<file path="src/rtl/ring_phase_monitor.sv">
// Watches a one-hot ring counter: decodes its phase, tracks lock on clean
// single-position advances, latches faults and counts completed revolutions.
module ring_phase_monitor #(
  parameter int WIDTH    = 4,
  parameter int LOCK_CNT = 4,
  parameter int REV_W    = 8,
  localparam int PW      = (WIDTH > 1) ? $clog2(WIDTH) : 1,
  localparam int CW      = $clog2(LOCK_CNT + 1)
) (
  input  logic             i_clk,
  input  logic             i_rst,
  input  logic [WIDTH-1:0] i_ring_in,
  input  logic             i_clr_fault,
  output logic [PW-1:0]    o_phase,
  output logic             o_phase_valid,
  output logic             o_locked,
  output logic             o_fault,
  output logic [REV_W-1:0] o_rev_count,
  output logic             o_rev_tick
);

  typedef enum logic [1:0] {S_IDLE, S_TRACK, S_LOCKED, S_FAULT} state_t;

  state_t             r_state;
  logic [CW-1:0]      r_cnt;
  logic [WIDTH-1:0]   r_prev;
  logic [PW-1:0]      r_phase;
  logic               r_phase_valid;
  logic               r_locked;
  logic               r_fault;
  logic [REV_W-1:0]   r_rev_count;
  logic               r_rev_tick;

  state_t             w_nxt_state;
  logic [CW-1:0]      w_nxt_cnt;
  logic [PW:0]        w_ones;
  logic [PW-1:0]      w_idx;
  logic               w_onehot;
  logic [WIDTH-1:0]   w_rot;
  logic               w_step_ok;
  logic               w_rev_hit;

  // Population count and hot-bit index share one scan of the input.
  always_comb begin
    w_ones = '0;
    w_idx  = '0;
    for (int i = 0; i < WIDTH; i++) begin
      if (i_ring_in[i]) begin
        w_ones = w_ones + {{PW{1'b0}}, 1'b1};
        w_idx  = PW'(i);
      end
    end
  end

  assign w_onehot  = (w_ones == {{PW{1'b0}}, 1'b1});
  assign w_rot     = {r_prev[WIDTH-2:0], r_prev[WIDTH-1]};
  assign w_step_ok = w_onehot && (i_ring_in == w_rot);

  always_comb begin
    w_nxt_state = r_state;
    w_nxt_cnt   = r_cnt;
    w_rev_hit   = 1'b0;
    case (r_state)
      S_IDLE: begin
        if (w_onehot) begin
          w_nxt_state = S_TRACK;
          w_nxt_cnt   = '0;
        end
      end
      S_TRACK: begin
        if (w_step_ok) begin
          if (r_cnt == CW'(LOCK_CNT - 1)) w_nxt_state = S_LOCKED;
          else                            w_nxt_cnt   = r_cnt + CW'(1);
        end else begin
          w_nxt_cnt = '0;
          if (!w_onehot) w_nxt_state = S_IDLE;
        end
      end
      S_LOCKED: begin
        // A revolution completes when a clean step lands back on bit 0.
        if (w_step_ok) w_rev_hit   = i_ring_in[0];
        else           w_nxt_state = S_FAULT;
      end
      S_FAULT: begin
        if (i_clr_fault) begin
          w_nxt_state = S_IDLE;
          w_nxt_cnt   = '0;
        end
      end
      default: w_nxt_state = S_IDLE;
    endcase
  end

  always_ff @(posedge i_clk) begin
    if (i_rst) begin
      r_state       <= S_IDLE;
      r_cnt         <= '0;
      r_prev        <= '0;
      r_phase       <= '0;
      r_phase_valid <= 1'b0;
      r_locked      <= 1'b0;
      r_fault       <= 1'b0;
      r_rev_count   <= '0;
      r_rev_tick    <= 1'b0;
    end else begin
      r_state       <= w_nxt_state;
      r_cnt         <= w_nxt_cnt;
      r_prev        <= i_ring_in;
      r_phase_valid <= w_onehot;
      if (w_onehot) r_phase <= w_idx;
      r_locked      <= (w_nxt_state == S_LOCKED);
      r_fault       <= (w_nxt_state == S_FAULT);
      r_rev_tick    <= w_rev_hit;
      if (w_rev_hit) r_rev_count <= r_rev_count + REV_W'(1);
    end
  end

  assign o_phase       = r_phase;
  assign o_phase_valid = r_phase_valid;
  assign o_locked      = r_locked;
  assign o_fault       = r_fault;
  assign o_rev_count   = r_rev_count;
  assign o_rev_tick    = r_rev_tick;

endmodule

</file>
<file path="config.mk">
export PLATFORM = sky130hd
export DESIGN_NAME = ring_phase_monitor
export DESIGN_NICKNAME = d
export VERILOG_FILES = /design/src/rtl/ring_phase_monitor.sv
export SDC_FILE = /design/constraint.sdc
export NUM_CORES = 1
export LEC_CHECK = 0
export CAP_MARGIN = 20
export CORE_ASPECT_RATIO = 1.4
export CORE_MARGIN = 10
export CORE_UTILIZATION = 35
export CTS_BUF_LIST = sky130_fd_sc_hd__clkbuf_8
export CTS_CLUSTER_DIAMETER = 80
export CTS_CLUSTER_SIZE = 20
export DETAILED_ROUTE_END_ITERATION = 10
export SETUP_SLACK_MARGIN = 0.05
export SYNTH_ARGS = -nofsm -noshare
export SYNTH_HDL_FRONTEND = slang
export SYNTH_SLANG_ARGS = --single-unit
</file>
<file path="constraint.sdc">
create_clock -name i_clk -period 5.75 [get_ports i_clk]
set_input_delay 0.8625 -clock i_clk [delete_from_list [all_inputs] [get_ports i_clk]]
set_output_delay 0.8625 -clock i_clk [all_outputs]
set_load 0.02 [all_outputs]
</file>
==> impl_results.md <==
- Outcome: finished clean
- IO Pins: 21
- Area grow syn2layout: 23.2%
- Most common library cells after synthesis: dfxtp_1 (23), nand2_1 (14), nor2_1 (12)
- Worst Min Path Start: o_rev_count[7]
- CTS tree: built
- R2r endpoint: o_rev_count[7]
- WHS Path Cells: 2
- Rel. slew slack: 0.455
- CTS max path bufs: 2
- Reg-to-reg startpoint: r_prev[1]
- Clock Latency Late Sink: 0.26 ns
- TritonCTS Buffers: 3
- CP Max Fanout: 13
- Post-Route Setup TNS: 0 ns
- Fin. Hold Viols: 0
- Leading area contributor after synthesis: dfxtp_1
- First-pass iteration count of the detailed router: 4
- Met1 Use GR: 0.0921
- GRT met2 Usage: 0.146
- Clock transition at the registers of the reported paths: 0.08 ns
- Post-Syn Area per Cell: 8.89 µm²
- Net Count, Synth: 144
- DRC: 0
- Leakage power: 0.502 nW
- DR vias: 954
- Initial antenna violation count: 0
- Hold path endpoint: o_rev_count[7]
- Place WS: 1.85 ns
- Detailed Place HPWL: 1880 µm
- Synth top area cells: dfxtp_1 (40%), ha_1 (6.4%), a21oi_1 (4.7%)
- Placed insts: 186
- Cell variety after synth: 37
- Mapped Cells: 131
- Routed Antenna Nets: 0
- Post-CTS setup buffers: 0
- Synth top area share: 0.395
- # diodes: 0
- Global-route wire length before repair: 4060 µm
- Number of global-route vias before repair: 959
- Clock Skews: 0.000885 ns
- Routability cong.: 0.810
- Pwr dens: 215 nW/µm²
- Fin Hold WS: 0.483 ns
- Hold buffer count at CTS: 0
- Layer with the highest usage: met2
- Synth Flop Type: dfxtp_1
- Setup CP Type: in -> reg
- Final core occ: 0.455
- Fin worst setup slack: 2.11 ns
- Htree depth: 1
- Final Power: 0.309 mW
- Drt wl/cell: 12.7 µm
- Min-Delay Path Class: reg -> reg
- Number of nets in the layout: 165
- Core area: 3150 µm²
- Max Cap Viol: 0
- Slew Viols, Final: 0
- CTS resizes: 0
- Setup crit end kind: flop
- Layout cell share with drive strength beyond 1: 0.0464
- GR Layer Usage met3: 0.0228
- FF+latch area: 460 µm²
- Final setup violation count: 0
- Fillers: 313
- Minimum clock period: 3.64 ns
- Mapped cell area: 1160 µm²
- Area occupied by multi-input gates: 662 µm²
- Number of enable flip-flop cells after synthesis: 0
- R2R depth: 5
- Flip-flop and latch count after synthesis: 23
- Post-route cell area: 1440 µm²
- Largest net degree at the start of global routing: 25
- Initial Utilization: 0.369
- Worst Tran Pin Value: 0.797 ns
- VDD IR max: 0.000158 V
- Row cnt: 24
- Crit path launch type: primary input
- Area after DPL: 1390 µm²
- Fraction of registers with async set/reset: 0
- Fmax: 275 MHz
- CP required: 5.93 ns
- Syn. warnings: 0
- Sequential-to-total area share from yosys stat: 0.395
- Routed wire length: 2420 µm
- Vias/cell: 5.02
- Most frequent cell after synthesis: dfxtp_1
- CP arrival: 3.83 ns
- GR Overflow Total: 0
- Die span in x: 68.8 µm
- Post-route insts no fill: 190
- Initial DRC Count: 68
- Die Area: 6070 µm²
- Root buffer cell: clkbuf_8
- DIE HEIGHT: 88.3 µm
- Port Buffers: 20
- Clock Sinks: 23
- Gr usage total: 0.0834
- Unrepaired setup endpoints after global routing: no
- Final period utilization: 0.633
- Worst R2R Setup Slack: 3.73 ns
-- placed cells by master (no fill, tap or decap), types with 2 or more instances in the layout --
cell / count
and2_1: 3
o21ai_0: 6
mux2i_1: 3
nor2_1: 12
xor2_1: 2
nand3_1: 2
or3_1: 4
ha_1: 6
clkbuf_8: 3
clkdlybuf4s50_1: 20
nand2b_1: 5
dfxtp_1: 23
and3_1: 2
a21oi_1: 11
a2111o_1: 2
inv_1: 6
nand3b_1: 3
xnor2_1: 5
nand2_1: 14
nor2b_1: 3
-- how the worst max path moves through the flow --
stage | from | depth (start not counted) | endpoint
2_1_floorplan | i_ring_in[0] | 9 | o_rev_count[7]
3_3_place_gp | i_ring_in[0] | 10 | o_rev_count[7]
3_5_place_dp | i_ring_in[0] | 10 | o_rev_count[7]
4_1_cts | i_ring_in[0] | 10 | o_rev_count[7]
5_1_grt | i_ring_in[0] | 10 | o_rev_count[7]
6_report | i_ring_in[0] | 10 | o_rev_count[7]
-- registers in the layout, indices dropped and copies added, names as in the netlist, 2 cells and up --
signal,cells
o_rev_count,8
r_prev,4
r_cnt,3
o_phase,2
r_state,2
-- power breakdown --
group / total (mW) / internal [mW] / switching, mW
registers: 0.166 / 0.163 / 0.00269
logic: 0.0460 / 0.0213 / 0.0247
clock network: 0.0971 / 0.0477 / 0.0495
total: 0.309 / 0.232 / 0.0769
-- critical path, cell delays in order --
cell             delay (ns)
clkdlybuf4s50_1        0.54
inv_1                  0.09
ha_1                   0.37
xor2_1                 0.17
ha_1                   0.30
nor2b_1                0.10
o21ai_1                0.15
a2111o_1               0.54
or4_1                  0.55
a21oi_1                0.14
-- cells by family (layout without fill, tap and decap cells) --
group | after synthesis | count (layout) | share of synthesized area
xor gates and xnor gates | 7 | 7 | 0.0526
DFF | 23 | 23 | 0.395
buffers and inverters | 9 | 29 | 0.0365
AOI/OAI and AO/OA | 26 | 26 | 0.145
and+or+nand+nor | 56 | 56 | 0.271
muxes | 4 | 4 | 0.0354
adders and majority gates | 6 | 6 | 0.0644
-- layout make-up --
cell class | count | area share
well taps | 39 | 0.0340
repair buffers | 20 | 0.139
multi-input cells | 99 | 0.461
flip-flops and latches | 23 | 0.321
inverters | 5 | 0.0131
clock inverters | 1 | 0.00262
clock buffers | 3 | 0.0288
-- per-layer routing --
layer,vias up,part of all wire
met5,-,0
met1,432,0.41
li1,497,-
met2,20,0.49
met3,5,0.079
met4,0,0.017
No activity file was read; power rests on OpenSTA's default activity.
